## src/rtl/alarm_clock_core.sv

```systemverilog
// alarm_clock_core: 24 h timekeeping with time/alarm setting, ring/snooze alarms, hourly chime and 12/24 h display.
module alarm_clock_core #(
  parameter int TICK_DIV   = 100000000,
  parameter int NUM_ALARMS = 2,
  parameter int RING_SECS  = 30,
  parameter int SNOOZE_MIN = 5
) (
  input  logic                  clk,
  input  logic                  rst,
  input  logic                  run,
  input  logic [2:0]            sel,
  input  logic                  h_inc,
  input  logic                  m_inc,
  input  logic [NUM_ALARMS-1:0] alarm_en,
  input  logic                  mode12,
  input  logic                  chime_en,
  input  logic                  snooze,
  input  logic                  stop,
  output logic [4:0]            hour,
  output logic [5:0]            minute,
  output logic [5:0]            second,
  output logic [4:0]            disp_hour,
  output logic [5:0]            disp_min,
  output logic [5:0]            disp_sec,
  output logic                  pm,
  output logic                  sec_tick,
  output logic                  chime,
  output logic                  ringing,
  output logic [2:0]            ring_id
);
  localparam int PW = $clog2(TICK_DIV);
  localparam int RW = $clog2(RING_SECS + 1);
  localparam int SNOOZE_TICKS = SNOOZE_MIN * 60;
  localparam int SW = $clog2(SNOOZE_TICKS + 1);
  typedef enum logic [1:0] {IDLE, RING, SNOOZE} state_t;
  state_t state, state_n;
  logic [PW-1:0] pcnt;
  logic [RW-1:0] rcnt, rcnt_n;
  logic [SW-1:0] scnt, scnt_n;
  logic [2:0] rid_n, sel_v, hit_id;
  logic [4:0] al_h [NUM_ALARMS];
  logic [5:0] al_m [NUM_ALARMS];
  logic [4:0] nh, sh;
  logic [5:0] nm, ns, sm, ss;
  logic time_edit, adv, s_wrap, m_wrap, hit, match, en_cur;
  assign sec_tick  = pcnt == PW'(TICK_DIV - 1);
  assign sel_v     = sel > 3'(NUM_ALARMS) ? 3'd0 : sel;
  assign time_edit = sel_v == 3'd0 && (h_inc || m_inc);
  assign adv       = sec_tick && run && !time_edit;
  assign s_wrap    = second == 6'd59;
  assign m_wrap    = minute == 6'd59;
  assign ns        = s_wrap ? 6'd0 : second + 6'd1;
  assign nm        = s_wrap ? (m_wrap ? 6'd0 : minute + 6'd1) : minute;
  assign nh        = s_wrap && m_wrap ? (hour == 5'd23 ? 5'd0 : hour + 5'd1) : hour;
  assign match     = adv && s_wrap && hit;
  assign en_cur    = |(alarm_en & (NUM_ALARMS'(1) << ring_id));
  assign ringing   = state == RING;
  always_ff @(posedge clk) begin
    if (rst) begin
      pcnt <= '0;
      {hour, minute, second} <= '0;
      chime <= 1'b0;
    end else begin
      pcnt <= sec_tick ? '0 : pcnt + 1'b1;
      chime <= adv && chime_en && nm == 6'd0 && ns == 6'd0;
      if (time_edit) begin
        if (h_inc) hour <= hour == 5'd23 ? 5'd0 : hour + 5'd1;
        if (m_inc) begin
          minute <= m_wrap ? 6'd0 : minute + 6'd1;
          second <= 6'd0;
        end
      end else if (adv) begin
        {hour, minute, second} <= {nh, nm, ns};
      end
    end
  end
  always_ff @(posedge clk) begin
    for (int i = 0; i < NUM_ALARMS; i++) begin
      if (rst) begin
        al_h[i] <= 5'd0;
        al_m[i] <= 6'd0;
      end else if (sel_v == 3'(i + 1)) begin
        if (h_inc) al_h[i] <= al_h[i] == 5'd23 ? 5'd0 : al_h[i] + 5'd1;
        if (m_inc) al_m[i] <= al_m[i] == 6'd59 ? 6'd0 : al_m[i] + 6'd1;
      end
    end
  end
  // Descending scan so the lowest matching index is the one left standing.
  always_comb begin
    hit = 1'b0;
    hit_id = 3'd0;
    for (int i = NUM_ALARMS - 1; i >= 0; i--)
      if (alarm_en[i] && al_h[i] == nh && al_m[i] == nm) begin
        hit = 1'b1;
        hit_id = 3'(i);
      end
  end
  always_comb begin
    sh = hour;
    sm = minute;
    ss = second;
    for (int i = 0; i < NUM_ALARMS; i++)
      if (sel_v == 3'(i + 1)) begin
        sh = al_h[i];
        sm = al_m[i];
        ss = 6'd0;
      end
  end
  always_ff @(posedge clk) begin
    if (rst) begin
      {disp_hour, disp_min, disp_sec, pm} <= '0;
    end else begin
      disp_hour <= !mode12 ? sh : sh == 5'd0 ? 5'd12 : sh > 5'd12 ? sh - 5'd12 : sh;
      disp_min  <= sm;
      disp_sec  <= ss;
      pm        <= sh >= 5'd12;
    end
  end
  always_ff @(posedge clk) begin
    if (rst) begin
      state <= IDLE;
      ring_id <= 3'd0;
      rcnt <= '0;
      scnt <= '0;
    end else begin
      state <= state_n;
      ring_id <= rid_n;
      rcnt <= rcnt_n;
      scnt <= scnt_n;
    end
  end
  always_comb begin
    state_n = state;
    rid_n = ring_id;
    rcnt_n = rcnt;
    scnt_n = scnt;
    case (state)
      IDLE:
        if (match) begin
          state_n = RING;
          rid_n = hit_id;
          rcnt_n = '0;
        end
      RING:
        if (stop || !en_cur) state_n = IDLE;
        else if (snooze) begin
          state_n = SNOOZE;
          scnt_n = SW'(SNOOZE_TICKS);
        end else if (sec_tick) begin
          state_n = rcnt == RW'(RING_SECS - 1) ? IDLE : RING;
          rcnt_n = rcnt + 1'b1;
        end
      SNOOZE:
        if (stop || !en_cur) state_n = IDLE;
        else if (sec_tick) begin
          scnt_n = scnt - 1'b1;
          if (scnt == SW'(1)) begin
            state_n = RING;
            rcnt_n = '0;
          end
        end
      default: state_n = IDLE;
    endcase
    if (state_n == IDLE) rid_n = 3'd0;
  end
endmodule

```

## config.mk

```make
export PLATFORM = sky130hd
export DESIGN_NAME = alarm_clock_core
export DESIGN_NICKNAME = d
export VERILOG_FILES = /design/src/rtl/alarm_clock_core.sv
export SDC_FILE = /design/constraint.sdc
export NUM_CORES = 1
export LEC_CHECK = 0
export BUFFER_PORTS_ARGS = -buffer_cell sky130_fd_sc_hd__buf_2
export CORE_MARGIN = 1.5
export CORE_UTILIZATION = 30
export CTS_CLUSTER_DIAMETER = 200
export DETAILED_ROUTE_END_ITERATION = 10
export SLEW_MARGIN = 25
export SYNTH_ARGS = -nofsm -noshare
export SYNTH_HDL_FRONTEND = slang
export SYNTH_SLANG_ARGS = --single-unit
```

## constraint.sdc

```tcl
create_clock -name clk -period 3.1 [get_ports clk]
set_clock_uncertainty 0.2 [all_clocks]
set_input_delay 0.31 -clock clk [delete_from_list [all_inputs] [get_ports clk]]
set_output_delay 0.31 -clock clk [all_outputs]
set_load 0.005 [all_outputs]
```

==> impl_metrics.toml <==
[logic_synthesis]
seq_area_frac_synth = 0.3754
syn_avg_cell_area_um2 = 8.584
synth_edf_count = 22
postSynthCellCount = 702
async_flop_share = 0
ys_ff_latch = 102
ys_types = 82
syn-cell-area_um2 = 6026
yosys_warnings = 0
yosys_most_used_dff = "dfxtp_1"

[grt]
grt_use_met1 = 0.2153
grtUsageMet3 = 0.04014
grt_overflow = 0
antenna_found_initial = 0
grt_busiest_layer = "met2"
grt_util_met2 = 0.2352
grt_pass1_vias = 4858
grt_pass1_wl_um = 25650
grt_max_degree = 27
grt_use_total = 0.1572

[pwr]
pwr-share-seq = 0.494
p_per_area_nw_per_um2 = 414.5
switchingPower_mw = 0.7542
swShare = 0.2607
peakVddDrop_mv = 0.1849
clockPowerShare = 0.412
p_leak_nw = 2.753
comb_power_share = 0.094
p_int_mw = 2.139

[final_layout]
mostFrequentLayoutCells = "95 x nor2_1, 80 x dfxtp_1, 52 x buf_2, 50 x nand2_1, 41 x a21oi_1"
fin_nets = 787
fillers = 2037
area_delta_synth_final_pct = 15.84
seq_area_um2 = 2262
diodes = 0
layout_commonest_cell = "nor2_1"
multiInputGateArea_um2 = 3470
layout-drive-gt1-share = 0.1678
layoutNonFillerInstCount = 1028
final_util = 0.3563

[critical_path]
ff2ff_setup_slack_ps = 140
cp.required_ps = 3130
crit_family = "simple AND/OR/NAND/NOR gates"
cp-start-kind = "flip-flop"
arrival_ps = 2990
worst-path-buf-inv = 0
cp_cell_sequence = "ha_1, nand3_1, nor4_1, xnor2_1, o221a_2, nand4_1, or4_1, nand2_2, a41oi_1"
crit_type = "flip-flop to flip-flop"
path_max_fanout = 7
cp_slowest_stage_delay_ps = 480
slowest_stage = "dfxtp_1"
crit_path_end_kind = "flip-flop"

[timing]
setup_violations = 0
slew_viol_final = 0
finalCritPeriodShare = 0.9564
hold_violations = 0
holdWs_ps = 34.34
fin_tns_setup_ps = 0
worstMarginPinSlew_ps = 676.0
slew_headroom = 0.5459
rsz0062_at_grt = "no"
min_period_ps = 2965
max_freq_mhz = 337.3

[worst_hold_path]
min_path_type = "primary input to flip-flop"

[outcome]
outcome = "complete, no violations"

[run]
cap_violations = 0

[die]
die_x_um = 144.7
io_pins = 55
start_util = 0.3076
placementRows = 51
die-area_um2 = 20950
core_um2 = 19590
die_h_um = 144.7

[drt]
totalWireLength_um = 15850
ant_nets = 0
post_drt_wl_per_cell_um = 15.42
num_vias = 5279
route.detailed.drc = 0
dr.pass1.iters = 5
drtIter0Drc = 450
viasPerCell = 5.135

[cts]
postCtsSetupRepairBufs = 0
root_buffer = "clkbuf_16"
h-tree-depth = 3
tritoncts = "yes"
hold_buffers = 0
numCtsBuffers = 9
clock-sinks = 102
postCtsResizedCells = 0
clkTransAtPathRegs_ps = 70
clock_latency_ps = 360
cts_buffer_depth = 2

[placement]
port_buffers = 52
hpwl_um = 11780
gp_congestion = 0.9182
placed_cells = 1012
## path summary, 6_finish.rpt
path,startpoint,endpoint,cells after the start
max,hour[1],rcnt[2],9
min,stop,state[1],3
max reg2reg,hour[1],rcnt[2],9
min reg2reg,pcnt[0],pcnt[0],1
## state kept, by name (all words and copies together) (netlist names)
name,flops
rcnt,5
al_m,12
hour,5
minute,6
second,6
disp_hour,5
pcnt,27
al_h,10
state,2
scnt,9
disp_min,6
ring_id,1
disp_sec,6
pm,1
chime,1
## tightest hold or removal path, stage by stage
cell and delay (ps):
buf_2 100, or2_2 110, nor3_1 40
## metal layers
layer	wire length [um]	share of wire	vias to the layer above
li1	-	-	2611
met1	7577	0.48	2476
met4	461	0.029	0
met5	0	0	-
met2	6917	0.44	160
met3	897	0.057	32
## stage by stage
step                power, mW  worst slack [ps]  area (um2)
global route            3.013             37.21        6980
CTS                     2.924             216.1        6980
detailed placement      1.730             228.6        6673
finish                  2.893             135.1        6980
global placement        1.730             296.4        6673
floorplan               1.629             392.6        6030
## cell usage after synthesis (5+ instances only)
cell type  instances  area (um2)
a21oi_1           41       205.2
a22o_1             5       43.79
a22oi_1            9       67.56
a31oi_1            7       43.79
and2_1            12       75.07
and3_1            20       125.1
buf_2              7       35.03
buf_4              5       37.54
clkbuf_1          25       93.84
dfxtp_1           80        1602
edfxtp_1          22       660.6
ha_1              15       187.7
inv_1             27       101.4
mux2i_1           11       110.1
nand2_1           50       187.7
nand3_1           34       170.2
nand4_1            7       43.79
nor2_1            95       356.6
nor3_1            16       80.08
nor4_1             8       50.05
nor4b_1            5       43.79
o21ai_0           19       95.09
or3_1             10       62.56
xnor2_1           31       271.5
xor2_1            34       297.8
## power by group through the flow
stage	combinational (mW)	sequential, mW	clock, mW
final	0.271	1.43	1.19
after global routing	0.302	1.44	1.28
after CTS	0.271	1.43	1.22
after detailed placement	0.269	1.46	0
after global placement	0.270	1.46	0
after floorplan	0.188	1.44	0
## final cells by class
| cell class | instances | area share |
|---|---|---|
| multi-input cells | 533 | 0.4970 |
| inverters | 27 | 0.01452 |
| clock inverters | 6 | 0.01129 |
| well taps | 265 | 0.04750 |
| flip-flops and latches | 102 | 0.3241 |
| repair buffers | 85 | 0.07277 |
| clock buffers | 10 | 0.03280 |
## cells by family after synthesis
| kind of cell | after synthesis | synth area share |
|---|---|---|
| other cells | 1 | 0.0006223 |
| buf+inv | 68 | 0.04942 |
| simple gates | 298 | 0.2645 |
| compound gates | 140 | 0.1605 |
| flops | 102 | 0.3754 |
| fa+ha+maj | 15 | 0.03115 |
| mux | 13 | 0.02388 |
| xor+xnor | 65 | 0.09448 |
No activity file was read; power rests on OpenSTA's default activity.
